`src/rtl/ray_pixel_scheduler.sv`:
```
`default_nettype none
// ============================================================================
// Module   : ray_pixel_scheduler
// Purpose  : Frame sequencer for the ray/block intersection pipeline. It
//            snapshots the block scene on frame start, then issues pixel
//            coordinates in raster order. Issue is throttled by an in-flight
//            limit. Frame done is signalled once every result has returned.
// Options  : SCHED_PERF_CNT_EN adds the stall_cycles_out and
//            frame_cycles_out performance counters.
// Revision : 1.0 - initial release
// ============================================================================
module ray_pixel_scheduler #(
   parameter int H_PIXELS     = 1024,
   parameter int V_PIXELS     = 768,
   parameter int MAX_INFLIGHT = 192,
   parameter int NUM_BLOCKS   = 12
) (
   input  logic                         clk_in,
   input  logic                         rst_in,
   input  logic                         frame_start_in,
   input  logic                         abort_in,
   input  logic [NUM_BLOCKS-1:0][11:0]  block_x_in,
   input  logic [NUM_BLOCKS-1:0][11:0]  block_y_in,
   input  logic [NUM_BLOCKS-1:0][13:0]  block_z_in,
   input  logic [NUM_BLOCKS-1:0]        block_visible_in,
   input  logic                         result_valid_in,
   output logic [10:0]                  x_out,
   output logic [9:0]                   y_out,
   output logic                         pix_valid_out,
   output logic [NUM_BLOCKS-1:0][11:0]  block_x_out,
   output logic [NUM_BLOCKS-1:0][11:0]  block_y_out,
   output logic [NUM_BLOCKS-1:0][13:0]  block_z_out,
   output logic [NUM_BLOCKS-1:0]        block_visible_out,
   output logic                         busy_out,
   output logic                         frame_done_out,
   output logic [7:0]                   inflight_out,
`ifdef SCHED_PERF_CNT_EN
   output logic [31:0]                  stall_cycles_out,
   output logic [31:0]                  frame_cycles_out,
`endif
   output logic                         err_underflow_out
);

   localparam logic [10:0] c_X_LAST   = 11'(H_PIXELS - 1);
   localparam logic [9:0]  c_Y_LAST   = 10'(V_PIXELS - 1);
   localparam logic [7:0]  c_MAX_INFL = 8'(MAX_INFLIGHT);

   typedef enum logic [1:0] {
      ST_IDLE  = 2'd0,
      ST_ISSUE = 2'd1,
      ST_DRAIN = 2'd2,
      ST_DONE  = 2'd3
   } state_t;

   state_t      r_state;
   logic [10:0] r_x;
   logic [9:0]  r_y;
   logic [7:0]  r_inflight;
   logic        r_err_underflow;

   logic        w_accept;
   logic        w_issue;
   logic        w_last_pix;
   logic        w_underflow;
   logic [7:0]  w_inflight_next;

   // Frame acceptance, pixel issue qualification and in-flight next value
   always_comb begin
      w_accept        = (r_state == ST_IDLE) && frame_start_in;
      w_issue         = (r_state == ST_ISSUE) && !abort_in && (r_inflight < c_MAX_INFL);
      w_last_pix      = (r_x == c_X_LAST) && (r_y == c_Y_LAST);
      w_underflow     = result_valid_in && !w_issue && (r_inflight == 8'd0);
      w_inflight_next = r_inflight;
      case ({w_issue, result_valid_in})
         2'b10: begin
            // Issue is already gated below the limit; the hold keeps the
            // counter pinned at the limit should that gating ever change.
            if (r_inflight != c_MAX_INFL) begin
               w_inflight_next = r_inflight + 8'd1;
            end
         end
         2'b01: begin
            // A result with nothing outstanding leaves the counter at zero.
            if (r_inflight != 8'd0) begin
               w_inflight_next = r_inflight - 8'd1;
            end
         end
         default: w_inflight_next = r_inflight;
      endcase
   end

   // In-flight counter and sticky underflow flag
   always_ff @(posedge clk_in or posedge rst_in) begin
      if (rst_in) begin
         r_inflight      <= 8'd0;
         r_err_underflow <= 1'b0;
      end else begin
         r_inflight <= w_inflight_next;
         if (w_underflow) begin
            r_err_underflow <= 1'b1;
         end
      end
   end

   assign inflight_out      = r_inflight;
   assign err_underflow_out = r_err_underflow;

   // Scene snapshot: frozen for the frame so every pixel sees one scene
   always_ff @(posedge clk_in or posedge rst_in) begin
      if (rst_in) begin
         block_x_out       <= '0;
         block_y_out       <= '0;
         block_z_out       <= '0;
         block_visible_out <= '0;
      end else if (w_accept) begin
         block_x_out       <= block_x_in;
         block_y_out       <= block_y_in;
         block_z_out       <= block_z_in;
         block_visible_out <= block_visible_in;
      end
   end

   // Frame FSM with raster counters and registered pixel/status outputs
   always_ff @(posedge clk_in or posedge rst_in) begin
      if (rst_in) begin
         r_state        <= ST_IDLE;
         r_x            <= 11'd0;
         r_y            <= 10'd0;
         x_out          <= 11'd0;
         y_out          <= 10'd0;
         pix_valid_out  <= 1'b0;
         busy_out       <= 1'b0;
         frame_done_out <= 1'b0;
      end else begin
         pix_valid_out  <= 1'b0;
         frame_done_out <= 1'b0;
         case (r_state)
            ST_IDLE: begin
               if (w_accept) begin
                  r_state  <= ST_ISSUE;
                  r_x      <= 11'd0;
                  r_y      <= 10'd0;
                  busy_out <= 1'b1;
               end
            end
            ST_ISSUE: begin
               if (abort_in) begin
                  // Already-issued pixels are still counted back in DRAIN.
                  r_state <= ST_DRAIN;
               end else if (w_issue) begin
                  pix_valid_out <= 1'b1;
                  x_out         <= r_x;
                  y_out         <= r_y;
                  if (w_last_pix) begin
                     r_state <= ST_DRAIN;
                  end else if (r_x == c_X_LAST) begin
                     r_x <= 11'd0;
                     r_y <= r_y + 10'd1;
                  end else begin
                     r_x <= r_x + 11'd1;
                  end
               end
            end
            ST_DRAIN: begin
               // Uses the post-update count so the final return ends the drain.
               if (w_inflight_next == 8'd0) begin
                  r_state        <= ST_DONE;
                  busy_out       <= 1'b0;
                  frame_done_out <= 1'b1;
               end
            end
            ST_DONE: begin
               r_state <= ST_IDLE;
            end
            default: begin
               r_state  <= ST_IDLE;
               busy_out <= 1'b0;
            end
         endcase
      end
   end

`ifdef SCHED_PERF_CNT_EN
   logic [31:0] r_frame_cnt;
   logic        w_stall;
   logic        w_enter_done;

   assign w_stall      = (r_state == ST_ISSUE) && !abort_in && (r_inflight == c_MAX_INFL);
   assign w_enter_done = (r_state == ST_DRAIN) && (w_inflight_next == 8'd0);

   // Stall and frame-length counters, both saturating
   always_ff @(posedge clk_in or posedge rst_in) begin
      if (rst_in) begin
         stall_cycles_out <= 32'd0;
         frame_cycles_out <= 32'd0;
         r_frame_cnt      <= 32'd0;
      end else if (w_accept) begin
         stall_cycles_out <= 32'd0;
         r_frame_cnt      <= 32'd0;
      end else begin
         if (w_stall && (stall_cycles_out != 32'hFFFF_FFFF)) begin
            stall_cycles_out <= stall_cycles_out + 32'd1;
         end
         if (busy_out && (r_frame_cnt != 32'hFFFF_FFFF)) begin
            r_frame_cnt <= r_frame_cnt + 32'd1;
         end
         if (w_enter_done) begin
            frame_cycles_out <= (r_frame_cnt == 32'hFFFF_FFFF) ? r_frame_cnt
                                                               : r_frame_cnt + 32'd1;
         end
      end
   end
`else
   // Performance counters are not built in this configuration.
`endif

endmodule
`default_nettype wire

```
`config.mk`:
```
export PLATFORM = sky130hd
export DESIGN_NAME = ray_pixel_scheduler
export DESIGN_NICKNAME = d
export VERILOG_FILES = /design/src/rtl/ray_pixel_scheduler.sv
export SDC_FILE = /design/constraint.sdc
export NUM_CORES = 1
export LEC_CHECK = 0
export BUFFER_PORTS_ARGS = -buffer_cell sky130_fd_sc_hd__buf_2
export CAP_MARGIN = 20
export CORE_AREA = 2 2 377 379
export DETAILED_ROUTE_END_ITERATION = 8
export DIE_AREA = 0 0 379 381
export PLACE_DENSITY = 0.41
export SLEW_MARGIN = 40
export SYNTH_ARGS = -nofsm -noshare
export SYNTH_HDL_FRONTEND = slang
export SYNTH_SLANG_ARGS = --single-unit
```
`constraint.sdc`:
```
create_clock -name clk_in -period 28.8 [get_ports clk_in]
set_input_delay 5.76 -clock clk_in [delete_from_list [all_inputs] [get_ports clk_in]]
set_output_delay 5.76 -clock clk_in [all_outputs]
set_load 0.01 [all_outputs]
```
; Word-level counts from Yosys, hierarchy flattened
; Cells that the tools add are included.
[totals]
ff_bits = 524
elab_cells = 117
[classes]
add_sub_neg = 4
magnitude_cmp = 1
n_eq_ne = 16
mux = 29
bitwise_logic = 1
n_reduce_logical = 19
[ops]
columns = cell, n
row1 = 11-bit two-way mux, 5
row2 = 10-bit two-way mux, 5
row3 = 11-bit one-hot mux with 2 select lines, 1
row4 = 10-bit one-hot mux with 2 select lines, 1
row5 = 8-bit zero test, 2
row6 = 8-bit two-way mux, 2
row7 = 8-bit one-hot mux with 2 select lines, 1
row8 = "11-bit by 1-bit adder with 11-bit output, second input constant", 1
row9 = "11-bit by 10-bit equality test with 1-bit output, second input constant", 1
row10 = "10-bit by 1-bit adder with 10-bit output, second input constant", 1
row11 = "10-bit equality test, second input constant", 1
row12 = 2-bit two-way mux, 5
row13 = "2-bit inequality test, second input constant", 5
row14 = "8-bit by 1-bit adder with 8-bit output, second input constant", 1
row15 = "8-bit less-than comparator, second input constant", 1
row16 = "8-bit inequality test, second input constant", 1
row17 = 2-bit one-hot mux with 4 select lines, 1
row18 = 8-bit nonzero test, 1
row19 = "8-bit by 1-bit subtractor with 8-bit output, second input constant", 1
row20 = 1-bit two-way mux, 7
row21 = "2-bit equality test, second input constant", 3
row22 = 1-bit logical AND, 6
row23 = "3-bit inequality test, second input constant", 2
row24 = 3-bit AND reduction, 2
row25 = 10 further kinds, 13

; Longest topological paths before layout
[depth]
depth_word = 8
depth_mapped = 15
depth_no_buf = 13

; Worst setup path before layout
; Ideal clock, no wire load.
[synth_path]
path_type = input -> register
startpoint = in abort_in
endpoint = reg r_state[1]
setup_ns = 0.104
t_arrival_ns = 8.783
setup_slack_ns = 19.913
cell_stages = 12
path_buffers = 2
path_cell_list = nor2b_1 > nand2_1 > clkbuf_1 > inv_1 > ha_1 > clkbuf_1 > and4b_1 > a221oi_1 > a2bb2oi_1 > or4bb_1 > or3_1 > o311ai_1
[synth_via]
elab_chain_len = 8
[synth_rtl]
columns = element, line_no
row1 = "start, declared", 21  ; input logic abort_in,
row2 = 1-bit zero test, 70  ; w_issue = (r_state == ST_ISSUE) && !abort_in && (r_inflight < c_MAX_INFL);
row3 = 1-bit logical AND (2 in series), 70
row4 = 2-bit by 1-bit equality test with 1-bit output / 2-bit equality test (equally long branches), 74  ; case ({w_issue, result_valid_in})
row5 = 8-bit one-hot mux with 2 select lines, 74
row6 = 8-bit zero test, 166  ; if (w_inflight_next == 8'd0) begin
row7 = 2-bit inequality test (no line), n/a
row8 = 4-bit AND reduction (no line), n/a
row9 = "end signal, assigned", 167  ; r_state <= ST_DONE;
row10 = "end signal, assigned", 173  ; r_state <= ST_IDLE;
row11 = "end signal, assigned", 176  ; r_state <= ST_IDLE;
row12 = "end, declared", 55  ; state_t r_state;
; Parallel ways exist; a longest one is shown, timed or not.
; A chain may end at the register's enable or synchronous reset.

; Worst setup path after layout
; Same ends and word-level chain as after synthesis.

==> flow_summary.toml <==
[grt]
antenna_found_initial = 26
grt_usage_pct = 11.4
grt_pass1_vias = 18565
grt_pass1_wl_um = 124000
grt_max_degree = 144
gr-total-overflow = 0

[cts]
h-tree-depth = 3
cts_buffers = 67
root_buffer = "clkbuf_16"
holdBufCountCts = 0
cts.repair.resized = 0
clk_pin_slew_ps = 50
cts_sinks = 524
cts_max_path_buffers = 3
clk_latency_ps = 640
postCtsSetupRepairBufs = 0
tritoncts = "yes"

[yosys]
ys_ff_latch = 524
syn_area_per_cell_um2 = 8.90
netlist_area_um2 = 20400
syn-num-nets = 2775
synth.distinct_cells = 53
synth_top_cell_by_area = "dfrtp_1"
syn_inst = 2293
synth_seq_area_share_pct = 64.3
async_reset_ff_share_pct = 100
synth_edf_count = 0
synth_flop_cell = "dfrtp_1"
ys_warn_count = 0
synth_area_leaders = "dfrtp_1, nand2_1, clkbuf_1"
synth.top_cell.area_share_pct = 64.3

[drt]
wire_per_inst_um = 16.5
num_vias = 18589
ant_nets = 0
viasPerCell = 3.58
drcViolationCount = 0
drt-initial-drc-count = 995
drt_pass1_iterations = 4
wl_um = 85600

[job]
maxCapViolations = 0

[outcome]
status = "finished clean"

[timing]
clock_skew_ps = 24.9
drv_slew = 0
period_minus_slack_ps = 8560
min_period_over_period_pct = 29.7
setup_violations = 0
grt_setup_unrepaired = "false"
slew_headroom_pct = 46.9
holdWs_ps = 464
finalSetupTns_ps = 0
fmax_mhz = 117
worst_slew_pin_slew_ps = 796
hold_viol = 0

[power]
switching_share_pct = 39.4
power_frac_clock_pct = 26.0
vdd_drop_max_uv = 48.7
power.density_nw_per_um2 = 111
comb_power_share_pct = 36.3
p_leak_nw = 16.6
p_int_mw = 2.01
power.switching_mw = 1.30
power_mw = 3.31
seqPwrFrac_pct = 37.7

[floorplan]
core_um2 = 141000
initial_core_util_pct = 14.5
pin_count = 974
rows = 138
die-width_um = 379
die_height_um = 381
dieArea_um2 = 144000

[place]
gp_congestion = 0.806
dp.cells = 5058
io_buffers = 973
hpwl_um = 64300

[worst_setup_path]
worstPathRequired_ps = 29320
cp-end-kind = "flop"
r2r_slack_ps = 24470
path_class = "in -> reg"
arrival_ps = 9080
cp_max_fo = 28
startpoint_type = "input pin"

[cells_and_area]
fin_nets = 3723
final_cell_mix = "nand2_1, buf_2, dfrtp_1"
layout-drive-gt1-share_pct = 34.4
layout-area-overhead-vs-synth_pct = 46.0
stdcell_count = 5186
final_core_util_pct = 21.2
layout_commonest_cell = "nand2_1"

[hold_path]
hold_class = "reg -> reg"
[power groups by stage]
stage	Combinational, mW	Clock (mW)	Sequential [mW]
after floorplan	0.485	0	1.39
after global placement	1.22	0	1.25
after detailed placement	1.23	0	1.25
after CTS	1.23	0.902	1.25
after global routing	1.34	0.929	1.29
final	1.20	0.863	1.25
[metrics by stage]
| stage | setup WS, ps | instance area (um2) |
|---|---|---|
| floorplan | 8400 | 20400 |
| global placement | 19530 | 27400 |
| detailed placement | 19590 | 27400 |
| CTS | 20330 | 29700 |
| global route | 20020 | 29800 |
| finish | 20240 | 29800 |
[metal layers]
metal	wire length, um	vias to the layer above	GRT usage [%]
li1	-	8959	-
met1	34700	8850	13.6
met2	41800	601	19.0
met3	6540	143	3.76
met4	2250	36	3.87
met5	256	-	0
[cells by family after synthesis]
group                    after synthesis  synth area share, %
AO/OA/AOI/OAI                         69                 2.23
AND/OR/NAND/NOR                     1536                 29.3
XOR/XNOR                               7                0.301
buffers and inverters                132                 2.48
adder cells (fa/ha/maj)                9                0.552
multiplexers                          16                0.877
flip-flops                           524                 64.3
[critical path, stage by stage]
cell and delay (ps):
buf_2 80, nor2b_1 50, nand2_1 60, buf_4 310, inv_1 150, ha_1 700, and4b_1 280, a221oi_1 440
a2bb2oi_1 200, or4bb_1 560, or3_1 390, o311ai_1 80
[synth_stat cells, drive strengths merged (5+ instances only)]
cell type	number
nand2	1447
dfrtp	524
clkbuf	109
o21ai	23
nor2	17
inv	15
mux2	15
a21oi	12
or3	11
nand3	10
nor3	10
ha	9
nand2b	9
buf	8
nor2b	6
xnor2	6
a31oi	5
[flip-flops by register name (all words and copies together) (netlist names), 2 cells and up]
| register | flops |
|---|---|
| block_visible_out | 12 |
| block_x_out | 144 |
| block_y_out | 144 |
| block_z_out | 168 |
| inflight_out | 8 |
| r_state | 2 |
| r_x | 11 |
| r_y | 10 |
| x_out | 11 |
| y_out | 10 |
[worst paths after layout]
check | startpoint | to | cells after the start
min | block_x_out[96] | block_x_out[96] | 2
max in group asynchronous | rst_in | x_out[4] | 7
max | abort_in | r_state[1] | 12
min reg2reg | block_x_out[96] | block_x_out[96] | 2
max reg2reg | r_state[1] | r_state[1] | 13
min in group asynchronous | rst_in | block_y_out[69] | 2
[cell type report]
class / count / area [um2]
Inverter: 15 / 63.8
Multi-Input combinational cell: 1637 / 6790
Clock buffer: 93 / 1940
Timing Repair Buffer: 996 / 5180
Fill cell: 15893 / 111000
Clock inverter: 23 / 312
Sequential cell: 524 / 13100
Tap cell: 1890 / 2360
Antenna cell: 8 / 20.0
Power figures use the tool's default switching activity.
